`src/rtl/meas_uart_sender_if.sv`:
```
// Measurement-to-UART bundle: CORDIC result in, serial line and status out.
interface meas_uart_sender_if;
  logic        end_cordic;
  logic [15:0] data_sqrt;
  logic [18:0] angle;
  logic [5:0]  addr;
  logic [1:0]  method_state;
  logic        uart_txd;
  logic        end_send_uart;
  logic        busy;

  modport master (
    output end_cordic, data_sqrt, angle, addr, method_state,
    input  uart_txd, end_send_uart, busy
  );

  modport slave (
    input  end_cordic, data_sqrt, angle, addr, method_state,
    output uart_txd, end_send_uart, busy
  );
endinterface

```
`src/rtl/meas_uart_sender.sv`:
```
// Frames one CORDIC measurement as 8N1 UART bytes behind a 0xA5 header.
// Define MEAS_UART_CHECKSUM_EN to append a mod-256 checksum byte.
module meas_uart_sender #(
  parameter int CLKS_PER_BIT = 434
) (
  input  logic clk,
  input  logic rstn,
  meas_uart_sender_if.slave bus
);

`ifdef MEAS_UART_CHECKSUM_EN
  localparam int NBYTES = 8;
`else
  localparam int NBYTES = 7;
`endif

  typedef enum logic [2:0] {
    IDLE, START, DATA, STOP, NEXT, DONE
  } state_t;

  state_t      state, state_n;
  logic [11:0] cnt, cnt_n;
  logic [2:0]  bit_idx, bit_n;
  logic [2:0]  byte_idx, byte_n;
  logic [1:0]  h_ms;
  logic [5:0]  h_addr;
  logic [15:0] h_mag;
  logic [18:0] h_ang;
  logic [7:0]  cur;
  logic        cap;
  logic        bit_end;
  logic        stop_end;
  logic        last_byte;
  logic        txd;

  assign cap = (state == IDLE) && bus.end_cordic
             && (bus.method_state != 2'b00);
  assign bit_end   = cnt == 12'(CLKS_PER_BIT - 1);
  assign stop_end  = cnt == 12'(CLKS_PER_BIT - 2);
  assign last_byte = byte_idx == 3'(NBYTES - 1);

`ifdef MEAS_UART_CHECKSUM_EN
  logic [7:0] csum;
  assign csum = 8'hA5 + {h_ms, h_addr}
              + h_mag[15:8] + h_mag[7:0]
              + {5'b0, h_ang[18:16]}
              + h_ang[15:8] + h_ang[7:0];
`endif

  always_comb begin
    cur = 8'hA5;
    case (byte_idx)
      3'd0: cur = 8'hA5;
      3'd1: cur = {h_ms, h_addr};
      3'd2: cur = h_mag[15:8];
      3'd3: cur = h_mag[7:0];
      3'd4: cur = {5'b0, h_ang[18:16]};
      3'd5: cur = h_ang[15:8];
      3'd6: cur = h_ang[7:0];
`ifdef MEAS_UART_CHECKSUM_EN
      3'd7: cur = csum;
`endif
      default: cur = 8'hA5;
    endcase
  end

  // STOP runs one cycle short; NEXT supplies the last stop-bit cycle
  always_comb begin
    state_n = state;
    cnt_n   = '0;
    bit_n   = bit_idx;
    byte_n  = byte_idx;
    unique case (state)
      IDLE: begin
        bit_n  = '0;
        byte_n = '0;
        if (cap) state_n = START;
      end
      START: begin
        if (bit_end) state_n = DATA;
        else cnt_n = cnt + 12'd1;
      end
      DATA: begin
        if (bit_end) begin
          bit_n = bit_idx + 3'd1;
          if (bit_idx == 3'd7) state_n = STOP;
        end else begin
          cnt_n = cnt + 12'd1;
        end
      end
      STOP: begin
        if (stop_end) state_n = NEXT;
        else cnt_n = cnt + 12'd1;
      end
      NEXT: begin
        byte_n  = byte_idx + 3'd1;
        state_n = last_byte ? DONE : START;
      end
      DONE: state_n = IDLE;
      default: state_n = IDLE;
    endcase
  end

  always_ff @(posedge clk or negedge rstn) begin
    if (!rstn) begin
      state    <= IDLE;
      cnt      <= '0;
      bit_idx  <= '0;
      byte_idx <= '0;
      h_ms     <= '0;
      h_addr   <= '0;
      h_mag    <= '0;
      h_ang    <= '0;
    end else begin
      state    <= state_n;
      cnt      <= cnt_n;
      bit_idx  <= bit_n;
      byte_idx <= byte_n;
      if (cap) begin
        h_ms   <= bus.method_state;
        h_addr <= bus.addr;
        h_mag  <= bus.data_sqrt;
        h_ang  <= bus.angle;
      end
    end
  end

  always_comb begin
    txd = 1'b1;
    if (state == START) txd = 1'b0;
    if (state == DATA)  txd = cur[bit_idx];
  end

  assign bus.uart_txd      = txd;
  assign bus.end_send_uart = state == DONE;
  assign bus.busy          = state != IDLE;

endmodule
```
`src/flat_wrapper.sv`:
```
// flat-port wrapper written by rule: the top's interface ports become plain ports
module meas_uart_sender_flat 
#(
  parameter int CLKS_PER_BIT = 434
)
  (clk, rstn, bus_end_cordic, bus_data_sqrt, bus_angle, bus_addr, bus_method_state, bus_uart_txd, bus_end_send_uart, bus_busy);
  meas_uart_sender_if bus_i ();
  input  logic clk;
  input  logic rstn;
  input wire logic [$bits(bus_i.end_cordic)-1:0] bus_end_cordic;
  input wire logic [$bits(bus_i.data_sqrt)-1:0] bus_data_sqrt;
  input wire logic [$bits(bus_i.angle)-1:0] bus_angle;
  input wire logic [$bits(bus_i.addr)-1:0] bus_addr;
  input wire logic [$bits(bus_i.method_state)-1:0] bus_method_state;
  output wire logic [$bits(bus_i.uart_txd)-1:0] bus_uart_txd;
  output wire logic [$bits(bus_i.end_send_uart)-1:0] bus_end_send_uart;
  output wire logic [$bits(bus_i.busy)-1:0] bus_busy;
  assign bus_i.end_cordic = bus_end_cordic;
  assign bus_i.data_sqrt = bus_data_sqrt;
  assign bus_i.angle = bus_angle;
  assign bus_i.addr = bus_addr;
  assign bus_i.method_state = bus_method_state;
  assign bus_uart_txd = bus_i.uart_txd;
  assign bus_end_send_uart = bus_i.end_send_uart;
  assign bus_busy = bus_i.busy;
  meas_uart_sender #(.CLKS_PER_BIT(CLKS_PER_BIT)) u_core (.clk(clk), .rstn(rstn), .bus(bus_i));
endmodule
```
`config.mk`:
```
export PLATFORM = sky130hd
export DESIGN_NAME = meas_uart_sender_flat
export DESIGN_NICKNAME = d
export VERILOG_FILES = /design/src/rtl/meas_uart_sender_if.sv /design/src/rtl/meas_uart_sender.sv /design/src/flat_wrapper.sv
export SDC_FILE = /design/constraint.sdc
export NUM_CORES = 1
export LEC_CHECK = 0
export CORE_UTILIZATION = 54
export CTS_CLUSTER_DIAMETER = 40
export DETAILED_ROUTE_END_ITERATION = 10
export PLACE_DENSITY = 0.81
export REMOVE_ABC_BUFFERS = 1
export SYNTH_ARGS = -nofsm -noshare
export SYNTH_HDL_FRONTEND = slang
export SYNTH_SLANG_ARGS = --single-unit
```
`constraint.sdc`:
```
create_clock -name clk -period 2.5 [get_ports clk]
set_input_delay 0.25 -clock clk [delete_from_list [all_inputs] [get_ports clk]]
set_output_delay 0.25 -clock clk [all_outputs]
set_load 0.01 [all_outputs]
```
==> flow_summary.toml <==
[clocking]
cts_tree = "yes"
insertion_delay_ns = 0.35
cts_sinks = 64
cts_made_buffers = 9
cts_max_level = 3
path_clk_slew_ns = 0.07
clk_path_buf_depth = 2
cts-root-buf = "clkbuf_8"

[critical_path]
crit_family = "compound AO/OA/AOI/OAI gates"
cp_num_cells = 10
crit_type = "reg -> out"
worstSetupStartpointType = "register"
crit_path_end = "bus_uart_txd"
cp_cell_sequence = "buf_6, inv_4, ha_4, buf_4, a221oi_1, a21oi_1, a211oi_1, nor4_1, o32a_1, buf_2"
end_kind = "primary output"
r2r-end = "u_core.h_mag[11]"
slowest_delay_ns = 0.38
cp-startpoint = "u_core.byte_idx[0]"
path_max_fanout = 10
slowest_stage = "dfrtp_1"
rr_worst_depth = 6
cp.buffers_inverters = 4
critical_path_arrival_ns = 2.53
crit_required_ns = 2.25
ff2ff_setup_slack_ns = 0.56
reg2reg_from = "u_core.state[1]"

[logic_synthesis]
synthFlopType = "dfrtp_1"
synth_area_leaders = "dfrtp_1 48%, mux2_4 18%, ha_1 3.7%"
yosysWarnings = 0
yosysMostFrequentCell = "dfrtp_1"
synth_area_per_cell_sq_um = 12.1
synth.yosys.seq_area_share = 0.476
ys_top_cells_by_count = "64 x dfrtp_1, 40 x mux2_4, 22 x nor2_1, 19 x nand2_1"
synth_cell_types = 44
ys_ff_latch = 64
synthArstFlopShare = 1.00
synth_cells = 277
netlist_area_sq_mm = 0.00336
synth_edf_count = 0
post-synth-top-area-cell = "dfrtp_1"
yosys.area.top_type_share = 0.476

[place]
dp.cells = 402
post_dp_cell_area_sq_mm = 0.00398
port_buffers = 48
hpwl_mm = 5.03
gp_congestion = 0.885

[power_and_ir_drop]
vdd_drop_max_uv = 740
finalPower_uw = 4660
pwr-share-clk = 0.212
leakage_uw = 0.00189
power.density_mw_per_mm2 = 1060
p_seq_frac = 0.388
p_sw_uw = 1520
p_int_uw = 3140
combPwrFrac = 0.400
switching_share = 0.327

[die]
core_sq_mm = 0.00596
die_w_microns = 80.9
io_pins = 49
die_h_microns = 80.9
start_util = 0.565
dieArea_sq_mm = 0.00655
row_count = 28

[grt]
use_met2 = 0.437
grt_start_max_net_pins = 43
grt_overflow_total = 0
first_global_vias = 2499
use_met1 = 0.293
grt_usage = 0.255
grtUsageMet3 = 0.0854
antenna_found_initial = 0
grt_pass1_wl_mm = 12.2
top_usage_layer = "met2"

[finish]
fillers = 368
antenna_cells = 0
final_cells = 425
nets = 401
ff_latch_area_sq_mm = 0.00160
final_area_sq_mm = 0.00439
multiInputGateArea_sq_mm = 0.00173
area_growth_pct = 30.6
layout-drive-gt1-share = 0.294

[detailed_routing]
vias = 2442
routed_via_density = 5.75
postRouteAntennaNets = 0
drt_iter0_drc = 124
drc = 0
totalWireLength_mm = 7.56
first_pass_iters = 4
routedWlPerCell_microns = 17.8

[timing]
rsz0062_at_grt = "yes"
finalMaxSlewViolations = 0
maxSlewHeadroom = 0.629
max_freq_mhz = 360
setup_viol = 1
fin_skew_ns = 0.0103
min_period_over_period = 1.11
fin_crit_ns = 2.78
fin_ws_ns = -0.280
worst_slew_pin_slew_ns = 0.556
hold_viol = 0
setup_tns_ns = -0.280

[run_status]
status = "finished, violations left"
violations = "negative setup slack"

[worst_hold_path]
hp-class = "in -> async"

[job]
maxCapViolCount = 0
state kept, by name, summed over array words and instances, names as in the netlist:
signal and flops:
u_core.byte_idx 3, u_core.h_ang 19, u_core.state 3, u_core.bit_idx 3
u_core.cnt 12, u_core.h_addr 6, u_core.h_mag 16, u_core.h_ms 2
placed cells by master, fill, tap and decap left out, drive strengths merged, types with 2 or more instances in the layout:
cell type,synthesis,layout
ha,10,10
xnor2,6,6
clkbuf,1,10
mux2i,3,3
nand2b,2,2
o21ai,5,5
buf,15,26
a32o,2,2
mux2,41,41
o2bb2ai,2,2
nor4,4,4
inv,11,11
nand2,19,19
nand3,10,10
o31ai,2,2
clkdlybuf4s50,0,46
a22oi,11,11
a21oi,8,8
a2111oi,2,2
nor3,2,2
clkinv,0,3
nor2,23,23
bufinv,0,2
nand4,7,7
xor2,5,5
a221oi,6,6
o21a,2,2
a211oi,3,3
dfrtp,64,64
cell families (layout without fill, tap and decap cells):
logic type               Yosys count  count (layout)  synth area share
AND/OR/NAND/NOR                   72              72             0.102
AO/OA/AOI/OAI                     49              49             0.116
buffers and inverters             27             100            0.0491
multiplexers                      44              44             0.191
flip-flops                        64              64             0.476
adder cells (fa/ha/maj)           10              10            0.0372
XOR/XNOR                          11              11            0.0286
worst min-delay path by stage:
stage | startpoint | cells past startpoint | slack, ns | to
floorplan | rstn | 0 | -0.05 | u_core.bit_idx[0]
global placement | rstn | 1 | 0.14 | u_core.h_mag[9]
detailed placement | rstn | 1 | 0.15 | u_core.h_mag[9]
CTS | rstn | 2 | 0.30 | u_core.h_ang[2]
global route | rstn | 2 | 0.32 | u_core.h_ang[2]
finish | rstn | 2 | 0.30 | u_core.h_ang[10]
power by group through the flow:
| stage | Combinational (uW) | Sequential [uW] | Clock, uW |
|---|---|---|---|
| after CTS | 1810 | 1790 | 1010 |
| final | 1860 | 1810 | 990 |
| after global routing | 2010 | 1840 | 1070 |
| after global placement | 1670 | 1790 | 0 |
| after floorplan | 1250 | 1690 | 0 |
| after detailed placement | 1720 | 1790 | 0 |
area by class of cell:
| class | count | area share |
|---|---|---|
| Multi-Input combinational cell | 186 | 0.394 |
| Sequential cell | 64 | 0.365 |
| Timing Repair Buffer | 73 | 0.159 |
| Clock buffer | 10 | 0.0313 |
| Tap cell | 75 | 0.0214 |
| Clock inverter | 6 | 0.0188 |
| Inverter | 11 | 0.00997 |
per-layer routing:
metal	part of all wire	up-vias	wire, microns
li1	-	1141	-
met1	0.42	1212	3180
met2	0.51	72	3860
met3	0.046	17	347
met4	0.022	0	167
met5	0	-	0
worst register-to-register path, stage by stage (launching register included):
cell     delay [ns]
dfrtp_1        0.38
buf_4          0.17
nor2_2         0.22
and3_4         0.24
o21a_2         0.15
buf_12         0.28
mux2_4         0.38
metrics by stage:
step / hold slack (ns) / worst slack, ns / utilization
3_5_place_dp: 0.147 / -0.197 / 0.669
5_1_grt: 0.321 / -0.424 / 0.738
6_report: 0.296 / -0.280 / 0.738
3_3_place_gp: 0.140 / -0.0791 / 0.669
2_1_floorplan: -0.0456 / -0.390 / -
4_1_cts: 0.295 / -0.211 / 0.732
what timing repair did:
| item | in CTS | in global routing |
|---|---|---|
| gates cloned | 0 | 0 |
| gates resized for setup | 27 | 6 |
| hold endpoints to repair | 11 | 0 |
| buffers inserted | 6 | 1 |
| hold buffers | 1 | 0 |
| setup endpoints to repair | 1 | 1 |
| pin swaps | 8 | 4 |
(Power assumes the default switching activity.)
